--- src/rtl/baud_tick_gen.sv ---
// baud_tick_gen: baud-rate tick generator for the UART TX/RX datapaths.
//   A CNT_W-bit prescaler emits an oversample tick every (div_q+1) clocks.
//   An OSR-deep phase counter turns those ticks into a mid-bit strobe and
//   an end-of-bit strobe. The divisor is reprogrammable at run time and
//   takes effect only at a tick boundary, so no period is ever cut short
//   or stretched.
// Ports:
//   clk           clock, all logic on posedge
//   rst_n         asynchronous active-low reset
//   i_en          count enable; low holds all counters
//   i_restart     synchronous clear of prescaler and phase (beats i_en)
//   i_div_load    1-cycle strobe: capture i_div_in as the pending divisor
//   i_div_in      new divisor (oversample period = i_div_in + 1)
//   o_os_tick     1-cycle pulse per oversample period
//   o_mid_tick    1-cycle pulse at the middle of each bit
//   o_bit_tick    1-cycle pulse at the end of each bit
//   o_os_idx      current oversample phase, 0..OSR-1
//   o_div_pending captured divisor not yet applied
module baud_tick_gen #(
  parameter int unsigned CNT_W       = 26,
  parameter int unsigned DIV_DEFAULT = 324,
  parameter int unsigned OSR         = 16
) (
  input  logic                     clk,
  input  logic                     rst_n,
  input  logic                     i_en,
  input  logic                     i_restart,
  input  logic                     i_div_load,
  input  logic [CNT_W-1:0]         i_div_in,
  output logic                     o_os_tick,
  output logic                     o_mid_tick,
  output logic                     o_bit_tick,
  output logic [$clog2(OSR)-1:0]   o_os_idx,
  output logic                     o_div_pending
);

  localparam int unsigned OSR_W = $clog2(OSR);

  localparam logic [CNT_W-1:0] DIV_RST  = CNT_W'(DIV_DEFAULT);
  localparam logic [OSR_W-1:0] IDX_LAST = OSR_W'(OSR - 1);
  localparam logic [OSR_W-1:0] IDX_MID  = OSR_W'(OSR / 2 - 1);

  logic [CNT_W-1:0] r_cnt;
  logic [CNT_W-1:0] r_div_q;
  logic [CNT_W-1:0] r_div_pend_val;
  logic             r_div_pend;
  logic [OSR_W-1:0] r_os_idx;
  logic             r_os_tick;
  logic             r_mid_tick;
  logic             r_bit_tick;

  logic [CNT_W-1:0] w_cnt_nxt;
  logic [CNT_W-1:0] w_div_q_nxt;
  logic [CNT_W-1:0] w_div_pend_val_nxt;
  logic             w_div_pend_nxt;
  logic [OSR_W-1:0] w_os_idx_nxt;
  logic             w_os_tick_nxt;
  logic             w_mid_tick_nxt;
  logic             w_bit_tick_nxt;
  logic             w_wrap;

  // >= rather than == so a counter left above a shrunken divisor still wraps.
  assign w_wrap = (r_cnt >= r_div_q);

  // Next-state logic for prescaler, phase counter and divisor staging.
  always_comb begin
    w_cnt_nxt          = r_cnt;
    w_div_q_nxt        = r_div_q;
    w_div_pend_val_nxt = r_div_pend_val;
    w_div_pend_nxt     = r_div_pend;
    w_os_idx_nxt       = r_os_idx;
    w_os_tick_nxt      = 1'b0;
    w_mid_tick_nxt     = 1'b0;
    w_bit_tick_nxt     = 1'b0;

    if (i_restart) begin
      // Re-align to a fresh bit; a divisor offered now wins over the staged one.
      w_cnt_nxt    = '0;
      w_os_idx_nxt = '0;
      if (i_div_load) begin
        w_div_q_nxt        = i_div_in;
        w_div_pend_val_nxt = i_div_in;
        w_div_pend_nxt     = 1'b0;
      end else if (r_div_pend) begin
        w_div_q_nxt    = r_div_pend_val;
        w_div_pend_nxt = 1'b0;
      end
    end else begin
      if (i_en) begin
        if (w_wrap) begin
          w_cnt_nxt     = '0;
          w_os_tick_nxt = 1'b1;
          if (r_div_pend) begin
            w_div_q_nxt    = r_div_pend_val;
            w_div_pend_nxt = 1'b0;
          end
          if (r_os_idx == IDX_LAST) begin
            w_os_idx_nxt   = '0;
            w_bit_tick_nxt = 1'b1;
          end else begin
            w_os_idx_nxt = r_os_idx + OSR_W'(1);
          end
          w_mid_tick_nxt = (r_os_idx == IDX_MID);
        end else begin
          w_cnt_nxt = r_cnt + CNT_W'(1);
        end
      end
      // A load coinciding with a wrap stays pending; the older value was used above.
      if (i_div_load) begin
        w_div_pend_val_nxt = i_div_in;
        w_div_pend_nxt     = 1'b1;
      end
    end
  end

  // State and output registers.
  always_ff @(posedge clk or negedge rst_n) begin
    if (!rst_n) begin
      r_cnt          <= '0;
      r_div_q        <= DIV_RST;
      r_div_pend_val <= DIV_RST;
      r_div_pend     <= 1'b0;
      r_os_idx       <= '0;
      r_os_tick      <= 1'b0;
      r_mid_tick     <= 1'b0;
      r_bit_tick     <= 1'b0;
    end else begin
      r_cnt          <= w_cnt_nxt;
      r_div_q        <= w_div_q_nxt;
      r_div_pend_val <= w_div_pend_val_nxt;
      r_div_pend     <= w_div_pend_nxt;
      r_os_idx       <= w_os_idx_nxt;
      r_os_tick      <= w_os_tick_nxt;
      r_mid_tick     <= w_mid_tick_nxt;
      r_bit_tick     <= w_bit_tick_nxt;
    end
  end

  assign o_os_tick     = r_os_tick;
  assign o_mid_tick    = r_mid_tick;
  assign o_bit_tick    = r_bit_tick;
  assign o_os_idx      = r_os_idx;
  assign o_div_pending = r_div_pend;

endmodule

--- config.mk ---
export PLATFORM = sky130hd
export DESIGN_NAME = baud_tick_gen
export DESIGN_NICKNAME = d
export VERILOG_FILES = /design/src/rtl/baud_tick_gen.sv
export SDC_FILE = /design/constraint.sdc
export NUM_CORES = 1
export LEC_CHECK = 0
export CAP_MARGIN = 5
export CORE_UTILIZATION = 35
export CTS_CLUSTER_DIAMETER = 60
export DETAILED_ROUTE_END_ITERATION = 16
export SLEW_MARGIN = 10
export SYNTH_ARGS = -nofsm -noshare
export SYNTH_HDL_FRONTEND = slang
export SYNTH_SLANG_ARGS = --single-unit
--- constraint.sdc ---
create_clock -name clk -period 7.5 [get_ports clk]
set_input_delay 1.5 -clock clk [delete_from_list [all_inputs] [get_ports clk]]
set_output_delay 1.5 -clock clk [all_outputs]
set_load 0.05 [all_outputs]
==> run metrics <==
Starting Density 35.99%; first-pass GRT wire length 20600 um; Max Used Layer met4; final period utilization 49.36%; worst r2r dst o_os_idx[3]; Total Power 1.149 mW; Hold Crit Endpoint r_div_pend_val[8]; Reg2Reg Setup Slack 3.98 ns; R2R cell count 8; crit path max-delay cell type clkdlybuf4s50_1; PwrDens 197.7 nW/um^2; IO Port Bufs 38; Static Leak 2.584 nW; worst skew pair latency 0.34 ns; Max Cap Violations 0; final core occ 41.69%; Worst Setup Start Kind input port; status completed; core area 13930 um^2; Top FF cell, synth dfrtp_1; vias in the first global route 4152; H-tree Lvls 3; hold_sp r_div_pend_val[8]; drt initial violations 357; setup TNS 0 ns; drt pass-1 iters 5; asr flop ratio synth 100.0%; DR DRC count 0; die width 121.7 um; critical-path cell list clkdlybuf4s50_1 -> inv_2 -> or3_1 -> or4_1 -> a31oi_1; worst hold path type reg2reg; Worst Setup Path Type in2reg; postcts setup bufs 0; Gate Count Post-Synth 592; root buf cell clkbuf_16; Final ANT Viol Nets 0; cts repair resizes 0; placer congestion estimate 0.8158; DP HPWL 7880 um; Setup violations, final 0; Syn Nets 651; GRT Total Usage 17.69%; Final nets 670; total wire length 12140 um; Clock Sinks 86; Peak VDD IR 0.1160 mV; crit path DAT 3.95 ns; grt total ovfl 0; Max Clock Freq 270.1 MHz; drt via density 5.523; met1 WL 5906 um; Mean Syn Cell Area 8.471 um^2; CP bufs+invs 2; Yosys reg bits 86; CTS tree built; Seq/Total Area, Yosys 43.06%; Worst Tran Pin Value 1.136 ns; CP startpoint i_en; crit path time final 3.702 ns; Avg WL per Cell 15.25 um; Largest stage delay, worst path 0.77 ns; n_diodes 0; Unique masters post-synth 47; largest net degree at the start of global routing 87; die area 14810 um^2; Longest Clk Path Bufs 2; # hold bufs at CTS 0; initial antenna violation count 0; Worst Clk Skew 0.006879 ns; Reg clk slew, reported paths 0.06 ns; R2R Path Start r_cnt[23]; CTS Buf Count 9; cell family with most CP delay simple AND/OR/NAND/NOR gates; Chip Height 121.7 um; Final Max Slew Viols 0; Yosys warning count 0; I/O pins 39; worst-path fanout max 22; row count 43; setup repair after global routing missed its margin false; Final Hold Viols 0; max_slew headroom 24.20%; CP Data Required Time 7.75 ns; Cell Area, Synth 5015 um^2; Crit. End Element flip-flop; Met3 Wirelength 501 um; met2 routed WL 5507 um; Area Growth Syn to Fin 15.84%; Post-synth EDFFs 0; hold depth 2; vias post-DR 4396; layout cells sized above 1 5.682%
[per-stage QoR]
step / setup WS, ns / std cells / area (um^2) / hold slack, ns
after floorplan: 4.782 / 592 / 5015 / 0.4707
after global placement: 3.570 / 780 / 5517 / 0.4891
after detailed placement: 3.495 / 780 / 5517 / 0.4976
after CTS: 3.839 / 796 / 5809 / 0.5071
after global routing: 3.689 / 796 / 5809 / 0.5285
final: 3.798 / 796 / 5809 / 0.5011
[routing by layer]
layer	up-vias	global-route usage, %
li1	2159	-
met3	16	2.669
met4	0	7.485
met5	-	0
met2	103	27.13
met1	2118	24.73
[area by class of cell]
cell class | count | area, um^2
Timing Repair Buffer | 45 | 425.4
Clock inverter | 5 | 50.05
Tap cell | 180 | 225.2
Clock buffer | 11 | 242.7
Inverter | 59 | 221.5
Fill cell | 1331 | 8125
Sequential cell | 86 | 2160
Multi-Input combinational cell | 410 | 2485
[report_power, final]
part | internal, mW | total, mW | switching [mW]
combinational | 0.0680 | 0.162 | 0.0938
clock | 0.265 | 0.450 | 0.185
sequential | 0.507 | 0.537 | 0.0302
[logic make-up after synthesis]
group | after synthesis | synth area share [%]
muxes | 3 | 0.5988
adders and majority gates | 28 | 6.986
AOI/OAI and AO/OA | 151 | 20.04
DFF | 86 | 43.06
and+or+nand+nor | 228 | 21.93
buffers and inverters | 96 | 7.385
[flip-flops by register name, summed over array words and instances (netlist names)]
signal,cells
o_div_pending,1
o_bit_tick,1
o_mid_tick,1
r_div_q,26
o_os_tick,1
o_os_idx,4
r_div_pend_val,26
r_cnt,26
[cell usage in the layout, fill, tap and decap left out, types with 9 or more instances in the layout]
master,Yosys,layout
a21oi_1,28,28
a22oi_1,29,29
a31oi_1,9,9
clkbuf_16,0,9
clkdlybuf4s50_1,0,36
dfrtp_1,80,80
ha_1,28,28
inv_1,58,58
nand2_1,112,112
nand3_1,40,40
nand4_1,9,9
nor2_1,14,14
o21ai_0,33,33
o311ai_1,27,27
or3_1,9,9
[cell usage after synthesis, types with 3 or more instances]
cell type | number | area [um^2]
a21oi_1 | 28 | 140.1
a22oi_1 | 29 | 217.7
a31oi_1 | 9 | 56.30
and3_1 | 4 | 25.02
buf_1 | 3 | 11.26
clkbuf_1 | 31 | 116.4
dfrtp_1 | 80 | 2002
dfstp_2 | 6 | 157.7
ha_1 | 28 | 350.3
inv_1 | 58 | 217.7
mux2i_1 | 3 | 30.03
nand2_1 | 112 | 420.4
nand3_1 | 40 | 200.2
nand3b_1 | 8 | 60.06
nand4_1 | 9 | 56.30
nor2_1 | 14 | 52.55
nor2b_1 | 3 | 18.77
nor3_1 | 7 | 35.03
o211ai_1 | 4 | 30.03
o21ai_0 | 33 | 165.2
o21ai_1 | 5 | 25.02
o311ai_1 | 27 | 236.5
o31ai_1 | 3 | 22.52
or3_1 | 9 | 56.30
or4_1 | 8 | 60.06
[how the worst max path moves through the flow]
stage	slack (ns)	depth (start not counted)	endpoint
2_1_floorplan	4.78	5	r_cnt[12]
3_3_place_gp	3.57	5	r_cnt[10]
3_5_place_dp	3.49	5	r_cnt[11]
4_1_cts	3.84	5	r_cnt[11]
5_1_grt	3.69	5	r_cnt[11]
6_report	3.80	5	r_cnt[11]
[worst reg2reg max path, cell delays in order, from the launching register on]
cell and delay, ns:
dfrtp_1 0.46, ha_1 0.33, nand4_1 0.14, nor4_1 0.75
a22oi_1 0.19, o211ai_1 0.50, o21ai_1 0.47, o311ai_1 0.40
o41ai_1 0.13
Note: power is estimated with default switching activity, not from simulation.
